**src/rtl/imem_read_arbiter_if.sv**
```systemverilog
// Bus bundle between the fetch/debug requesters, the imem read arbiter and instMem.
// The arbiter uses the slave modport; requesters and memory models use master.
interface imem_read_arbiter_if #(
   parameter int unsigned ADDR_WIDTH = 32,
   parameter int unsigned DATA_WIDTH = 32
);
   logic                  fetch_req;
   logic [ADDR_WIDTH-1:0] fetch_addr;
   logic                  fetch_ack;
   logic [DATA_WIDTH-1:0] fetch_data;
   logic                  fetch_err;
   logic                  dbg_req;
   logic [ADDR_WIDTH-1:0] dbg_addr;
   logic                  dbg_ack;
   logic [DATA_WIDTH-1:0] dbg_data;
   logic                  dbg_err;
   logic [ADDR_WIDTH-1:0] read_address;
   logic [DATA_WIDTH-1:0] instruction;
   logic                  busy;

   modport slave (
      input  fetch_req, fetch_addr, dbg_req, dbg_addr, instruction,
      output fetch_ack, fetch_data, fetch_err, dbg_ack, dbg_data, dbg_err, read_address, busy
   );

   modport master (
      output fetch_req, fetch_addr, dbg_req, dbg_addr, instruction,
      input  fetch_ack, fetch_data, fetch_err, dbg_ack, dbg_data, dbg_err, read_address, busy
   );
endinterface

```
**src/rtl/imem_read_arbiter.sv**
```systemverilog
// Shares the combinational instMem read port between fetch (priority) and debug, with a
// starvation limit for debug. Optional IMEM_ARB_MISALIGN_CHECK_EN flags misaligned accesses.
module imem_read_arbiter #(
   parameter int unsigned ADDR_WIDTH   = 32,
   parameter int unsigned DATA_WIDTH   = 32,
   parameter int unsigned STARVE_LIMIT = 4
) (
   input logic                clk,
   input logic                reset,
   imem_read_arbiter_if.slave bus
);

   typedef enum logic [0:0] {StIdle, StRead} state_e;

   localparam logic [3:0] StarveMax = 4'(STARVE_LIMIT);

   state_e                state_q, state_d;
   logic                  owner_q, owner_d;  // 1: debug owns the access
   logic [3:0]            starve_cnt_q, starve_cnt_d;
   logic [ADDR_WIDTH-1:0] read_address_q, read_address_d;
   logic [DATA_WIDTH-1:0] fetch_data_q, fetch_data_d;
   logic [DATA_WIDTH-1:0] dbg_data_q, dbg_data_d;
   logic                  fetch_ack_q, fetch_ack_d;
   logic                  dbg_ack_q, dbg_ack_d;

   logic                  grant_dbg;
   logic [ADDR_WIDTH-1:0] sel_addr;
   logic                  sel_misalign;
   logic [DATA_WIDTH-1:0] rdata;

   assign grant_dbg    = bus.dbg_req & (~bus.fetch_req | (starve_cnt_q == StarveMax));
   assign sel_addr     = grant_dbg ? bus.dbg_addr : bus.fetch_addr;
   assign sel_misalign = |sel_addr[1:0];

`ifdef IMEM_ARB_MISALIGN_CHECK_EN
   logic misalign_q, misalign_d;
   logic fetch_err_q, fetch_err_d;
   logic dbg_err_q, dbg_err_d;

   assign rdata = misalign_q ? '0 : bus.instruction;
`else
   logic unused_misalign;

   assign unused_misalign = sel_misalign;
   assign rdata           = bus.instruction;
`endif

   always_comb begin
      state_d        = state_q;
      owner_d        = owner_q;
      starve_cnt_d   = starve_cnt_q;
      read_address_d = read_address_q;
      fetch_data_d   = fetch_data_q;
      dbg_data_d     = dbg_data_q;
      fetch_ack_d    = 1'b0;
      dbg_ack_d      = 1'b0;
`ifdef IMEM_ARB_MISALIGN_CHECK_EN
      misalign_d     = misalign_q;
      fetch_err_d    = fetch_err_q;
      dbg_err_d      = dbg_err_q;
`endif
      unique case (state_q)
         StIdle: begin
            if (bus.fetch_req || bus.dbg_req) begin
               state_d        = StRead;
               owner_d        = grant_dbg;
               read_address_d = {sel_addr[ADDR_WIDTH-1:2], 2'b00};
`ifdef IMEM_ARB_MISALIGN_CHECK_EN
               misalign_d     = sel_misalign;
`endif
            end
            // Count only fetch grants that actually made a waiting debug request wait.
            if (!bus.dbg_req || grant_dbg) begin
               starve_cnt_d = 4'd0;
            end else if (bus.fetch_req) begin
               starve_cnt_d = (starve_cnt_q == StarveMax) ? StarveMax : starve_cnt_q + 4'd1;
            end
         end
         StRead: begin
            state_d = StIdle;
            if (owner_q) begin
               dbg_data_d = rdata;
               dbg_ack_d  = 1'b1;
`ifdef IMEM_ARB_MISALIGN_CHECK_EN
               dbg_err_d  = misalign_q;
`endif
            end else begin
               fetch_data_d = rdata;
               fetch_ack_d  = 1'b1;
`ifdef IMEM_ARB_MISALIGN_CHECK_EN
               fetch_err_d  = misalign_q;
`endif
            end
         end
         default: state_d = StIdle;
      endcase
   end

   always_ff @(posedge clk or posedge reset) begin
      if (reset) begin
         state_q        <= StIdle;
         owner_q        <= 1'b0;
         starve_cnt_q   <= 4'd0;
         read_address_q <= '0;
         fetch_data_q   <= '0;
         dbg_data_q     <= '0;
         fetch_ack_q    <= 1'b0;
         dbg_ack_q      <= 1'b0;
      end else begin
         state_q        <= state_d;
         owner_q        <= owner_d;
         starve_cnt_q   <= starve_cnt_d;
         read_address_q <= read_address_d;
         fetch_data_q   <= fetch_data_d;
         dbg_data_q     <= dbg_data_d;
         fetch_ack_q    <= fetch_ack_d;
         dbg_ack_q      <= dbg_ack_d;
      end
   end

`ifdef IMEM_ARB_MISALIGN_CHECK_EN
   always_ff @(posedge clk or posedge reset) begin
      if (reset) begin
         misalign_q  <= 1'b0;
         fetch_err_q <= 1'b0;
         dbg_err_q   <= 1'b0;
      end else begin
         misalign_q  <= misalign_d;
         fetch_err_q <= fetch_err_d;
         dbg_err_q   <= dbg_err_d;
      end
   end

   assign bus.fetch_err = fetch_err_q;
   assign bus.dbg_err   = dbg_err_q;
`else
   assign bus.fetch_err = 1'b0;
   assign bus.dbg_err   = 1'b0;
`endif

   assign bus.read_address = read_address_q;
   assign bus.fetch_data   = fetch_data_q;
   assign bus.dbg_data     = dbg_data_q;
   assign bus.fetch_ack    = fetch_ack_q;
   assign bus.dbg_ack      = dbg_ack_q;
   assign bus.busy         = (state_q == StRead);

endmodule

```
**src/flat_wrapper.sv**
```systemverilog
// flat-port wrapper written by rule: the top's interface ports become plain ports
module imem_read_arbiter_flat 
#(
   parameter int unsigned ADDR_WIDTH   = 32,
   parameter int unsigned DATA_WIDTH   = 32,
   parameter int unsigned STARVE_LIMIT = 4
)
  (clk, reset, bus_fetch_req, bus_fetch_addr, bus_dbg_req, bus_dbg_addr, bus_instruction, bus_fetch_ack, bus_fetch_data, bus_fetch_err, bus_dbg_ack, bus_dbg_data, bus_dbg_err, bus_read_address, bus_busy);
  imem_read_arbiter_if #(.ADDR_WIDTH(ADDR_WIDTH), .DATA_WIDTH(DATA_WIDTH)) bus_i ();
  input logic clk;
  input logic reset;
  input wire logic [$bits(bus_i.fetch_req)-1:0] bus_fetch_req;
  input wire logic [$bits(bus_i.fetch_addr)-1:0] bus_fetch_addr;
  input wire logic [$bits(bus_i.dbg_req)-1:0] bus_dbg_req;
  input wire logic [$bits(bus_i.dbg_addr)-1:0] bus_dbg_addr;
  input wire logic [$bits(bus_i.instruction)-1:0] bus_instruction;
  output wire logic [$bits(bus_i.fetch_ack)-1:0] bus_fetch_ack;
  output wire logic [$bits(bus_i.fetch_data)-1:0] bus_fetch_data;
  output wire logic [$bits(bus_i.fetch_err)-1:0] bus_fetch_err;
  output wire logic [$bits(bus_i.dbg_ack)-1:0] bus_dbg_ack;
  output wire logic [$bits(bus_i.dbg_data)-1:0] bus_dbg_data;
  output wire logic [$bits(bus_i.dbg_err)-1:0] bus_dbg_err;
  output wire logic [$bits(bus_i.read_address)-1:0] bus_read_address;
  output wire logic [$bits(bus_i.busy)-1:0] bus_busy;
  assign bus_i.fetch_req = bus_fetch_req;
  assign bus_i.fetch_addr = bus_fetch_addr;
  assign bus_i.dbg_req = bus_dbg_req;
  assign bus_i.dbg_addr = bus_dbg_addr;
  assign bus_i.instruction = bus_instruction;
  assign bus_fetch_ack = bus_i.fetch_ack;
  assign bus_fetch_data = bus_i.fetch_data;
  assign bus_fetch_err = bus_i.fetch_err;
  assign bus_dbg_ack = bus_i.dbg_ack;
  assign bus_dbg_data = bus_i.dbg_data;
  assign bus_dbg_err = bus_i.dbg_err;
  assign bus_read_address = bus_i.read_address;
  assign bus_busy = bus_i.busy;
  imem_read_arbiter #(.ADDR_WIDTH(ADDR_WIDTH), .DATA_WIDTH(DATA_WIDTH), .STARVE_LIMIT(STARVE_LIMIT)) u_core (.clk(clk), .reset(reset), .bus(bus_i));
endmodule
```
**config.mk**
```make
export PLATFORM = sky130hd
export DESIGN_NAME = imem_read_arbiter_flat
export DESIGN_NICKNAME = d
export VERILOG_FILES = /design/src/rtl/imem_read_arbiter_if.sv /design/src/rtl/imem_read_arbiter.sv /design/src/flat_wrapper.sv
export SDC_FILE = /design/constraint.sdc
export NUM_CORES = 1
export LEC_CHECK = 0
export ABC_AREA = 1
export CAP_MARGIN = 30
export CORE_ASPECT_RATIO = 1.5
export CORE_MARGIN = 3
export CORE_UTILIZATION = 38
export CTS_CLUSTER_DIAMETER = 120
export DETAILED_ROUTE_END_ITERATION = 12
export PLACE_DENSITY = 0.76
export SETUP_SLACK_MARGIN = 0.15
export SLEW_MARGIN = 20
export SYNTH_ARGS = -nofsm -noshare
export SYNTH_HDL_FRONTEND = slang
export SYNTH_SLANG_ARGS = --single-unit
```
**constraint.sdc**
```tcl
create_clock -name clk -period 3.83 [get_ports clk]
set_input_delay 1.149 -clock clk [delete_from_list [all_inputs] [get_ports clk]]
set_output_delay 1.149 -clock clk [all_outputs]
set_load 0.02 [all_outputs]
```
==> flow_summary.json <==
{
  "ys_seq_area_share_pct": 55.0,
  "grt_max_degree": 103,
  "post-cts-setup-buffer-count": 0,
  "switchingPower_mw": 1.41,
  "dr_total_vias": 4026,
  "antenna_found_initial": 0,
  "final_design_area_no_fill_um2": 6920,
  "place.gp.congestion": 0.768,
  "num_rows": 48,
  "layout_commonest_cell": "clkdlybuf4s50_1",
  "path_clk_slew_ns": 0.07,
  "fp.coreArea_um2": 11700,
  "dp_cells": 856,
  "synth-adder-area-share_pct": 0.539,
  "viasPerCell": 4.62,
  "wl_per_cell_um": 13.5,
  "clock_latency_ns": 0.33,
  "cts_hold_buffers": 0,
  "routed_wl_mm": 11.8,
  "ctsResizeCount": 0,
  "drv_slew": 0,
  "worstPathArrival_ns": 1.48,
  "fin_ws_ns": 1.20,
  "fmax_ghz": 0.380,
  "cp-end-kind": "output port",
  "hold_viol": 0,
  "synth-simple-area-share_pct": 20.8,
  "vdd_drop_max_mv": 0.257,
  "drive_gt1_share_pct": 8.59,
  "cp.required_ns": 2.68,
  "pwr-share-comb_pct": 38.6,
  "clock_tree.buffer_depth": 2,
  "slew_headroom_pct": 47.0,
  "synth-compound-area-share_pct": 9.81,
  "dr.pass1.iters": 4,
  "finalNonFillerCells": 872,
  "hpwl_mm": 8.64,
  "yosys_warnings": 0,
  "swShare_pct": 34.7,
  "most-common-layout-cells": "192 x clkdlybuf4s50_1, 158 x nand2_1, 102 x dfrtp_1",
  "htreeDepth": 3,
  "ys_types": 21,
  "grt.overflow.total": 0,
  "cts_tree": "done",
  "synth_top_family_by_area": "simple AND/OR/NAND/NOR gates",
  "synth_area_um2": 4640,
  "drtAntennaViolNets": 0,
  "grt.total_usage_pct": 17.6,
  "synth_xor_area_share_pct": 0.377,
  "initial_core_util_pct": 39.7,
  "slowest_stage": "clkdlybuf4s50_1",
  "avgSynthCellArea_um2": 8.62,
  "fin_setup_tns_ns": 0,
  "fin_util_pct": 59.1,
  "power_density_nw_per_um2": 586,
  "die_area_um2": 13600,
  "cpLargestDelayFamily": "buffers and inverters",
  "drc": 0,
  "synth-seq-cells": 102,
  "p_seq_share_pct": 37.9,
  "p_clk_share_pct": 23.5,
  "grt_pass1_wl_mm": 18.9,
  "fillCellCount": 1034,
  "worst_path_largest_cell_delay_ns": 0.67,
  "final_nets": 819,
  "crit_fanout": 5,
  "postPlaceCellArea_um2": 6600,
  "outcome": "finished, final reports clean",
  "cp-start-kind": "flop",
  "die_w_um": 96.3,
  "layout.area.seq_um2": 2550,
  "ioPinCount": 201,
  "cts_buffers": 9,
  "finalSetupViolations": 0,
  "grt_pass1_vias": 3986,
  "numPortBuffers": 192,
  "grt_setup_unrepaired": "no",
  "fin_crit_sh_pct": 68.7,
  "diodes": 0,
  "fin_crit_ns": 2.63,
  "p_leak_nw": 3.46,
  "drtIter0Drc": 136,
  "cp_num_buf_inv": 1,
  "path_class": "reg -> out",
  "p_int_mw": 2.65,
  "syn_inst": 539,
  "cap_violations": 0,
  "cts-root-buf": "clkbuf_16",
  "worstHoldPathType": "reg -> reg",
  "path_cells": "clkdlybuf4s50_1",
  "clock-sinks": 102,
  "synth_mux_area_share_pct": 0,
  "pre_cts_slack_ns": 0.963,
  "tightestPinTransition_ns": 0.795,
  "multi_input_area_um2": 1480,
  "area_delta_synth_final_pct": 49.0,
  "finClkSkew_ns": 0.00662,
  "die_y_um": 141
}
[routing by layer]
metal / track usage [%] / share of wire, %
met5: 0 / 0
met4: 3.67 / 0.87
met3: 4.35 / 7.3
met2: 31.5 / 53
met1: 20.9 / 39
[per-stage QoR]
| step | hold WS [ns] | power, mW |
|---|---|---|
| 5_1_grt | 0.504 | 4.30 |
| 3_3_place_gp | 0.464 | 3.09 |
| 4_1_cts | 0.484 | 4.11 |
| 2_1_floorplan | 0.487 | 2.34 |
| 6_report | 0.480 | 4.06 |
| 3_5_place_dp | 0.464 | 3.15 |
[flip-flops by register name, indices dropped and copies added, names as in the netlist]
signal and flops:
u_core.owner_q 1, u_core.bus.read_address 30, u_core.bus.dbg_data 32, u_core.bus.dbg_ack 1
u_core.starve_cnt_q 4, u_core.bus.fetch_data 32, u_core.bus.busy 1, u_core.bus.fetch_ack 1
[cell usage after synthesis (all sizes together)]
cell / count / area, um2
inv: 102 / 385
nor2: 5 / 36.3
conb: 1 / 3.75
nand2: 160 / 603
clkbuf: 4 / 15.0
nand4: 1 / 6.26
xor2: 2 / 17.5
nand3: 64 / 320
o21ai: 67 / 455
dfrtp: 102 / 2550
ha: 2 / 25.0
buf: 29 / 224
[cells by family after synthesis]
kind of cell / count (synthesis)
buf+inv: 135
fa+ha+maj: 2
xor+xnor: 2
other cells: 1
flops: 102
compound gates: 67
simple gates: 230
[power groups by stage]
stage                     sequential [mW]  clock (mW)  combinational (mW)
final                                1.54       0.952                1.57
after CTS                            1.54       0.981                1.59
after global routing                 1.57        1.03                1.70
after global placement               1.54           0                1.55
after floorplan                      1.90           0               0.441
after detailed placement             1.56           0                1.59
[final cells by class]
cell class                      instances  share of cell area [%]
Clock inverter                          6                    1.12
Inverter                              102                    5.62
Tap cell                              150                    2.71
Timing Repair Buffer                  197                    28.8
Sequential cell                       102                    36.9
Multi-Input combinational cell        305                    21.4
Clock buffer                           10                    3.45
[final timing paths]
kind                       slack, ns                         from                           to  cells after the start
setup / recovery                1.20              u_core.bus.busy                     bus_busy                      1
hold / removal                  0.48  u_core.bus.read_address[24]  u_core.bus.read_address[24]                      2
setup reg to reg                2.08       u_core.starve_cnt_q[0]  u_core.bus.read_address[23]                      8
hold reg to reg                 0.48  u_core.bus.read_address[24]  u_core.bus.read_address[24]                      2
max in group asynchronous       2.10                        reset       u_core.bus.dbg_data[0]                      3
min in group asynchronous       1.34                        reset    u_core.bus.fetch_data[20]                      3
Note: power is estimated with default switching activity, not from simulation.
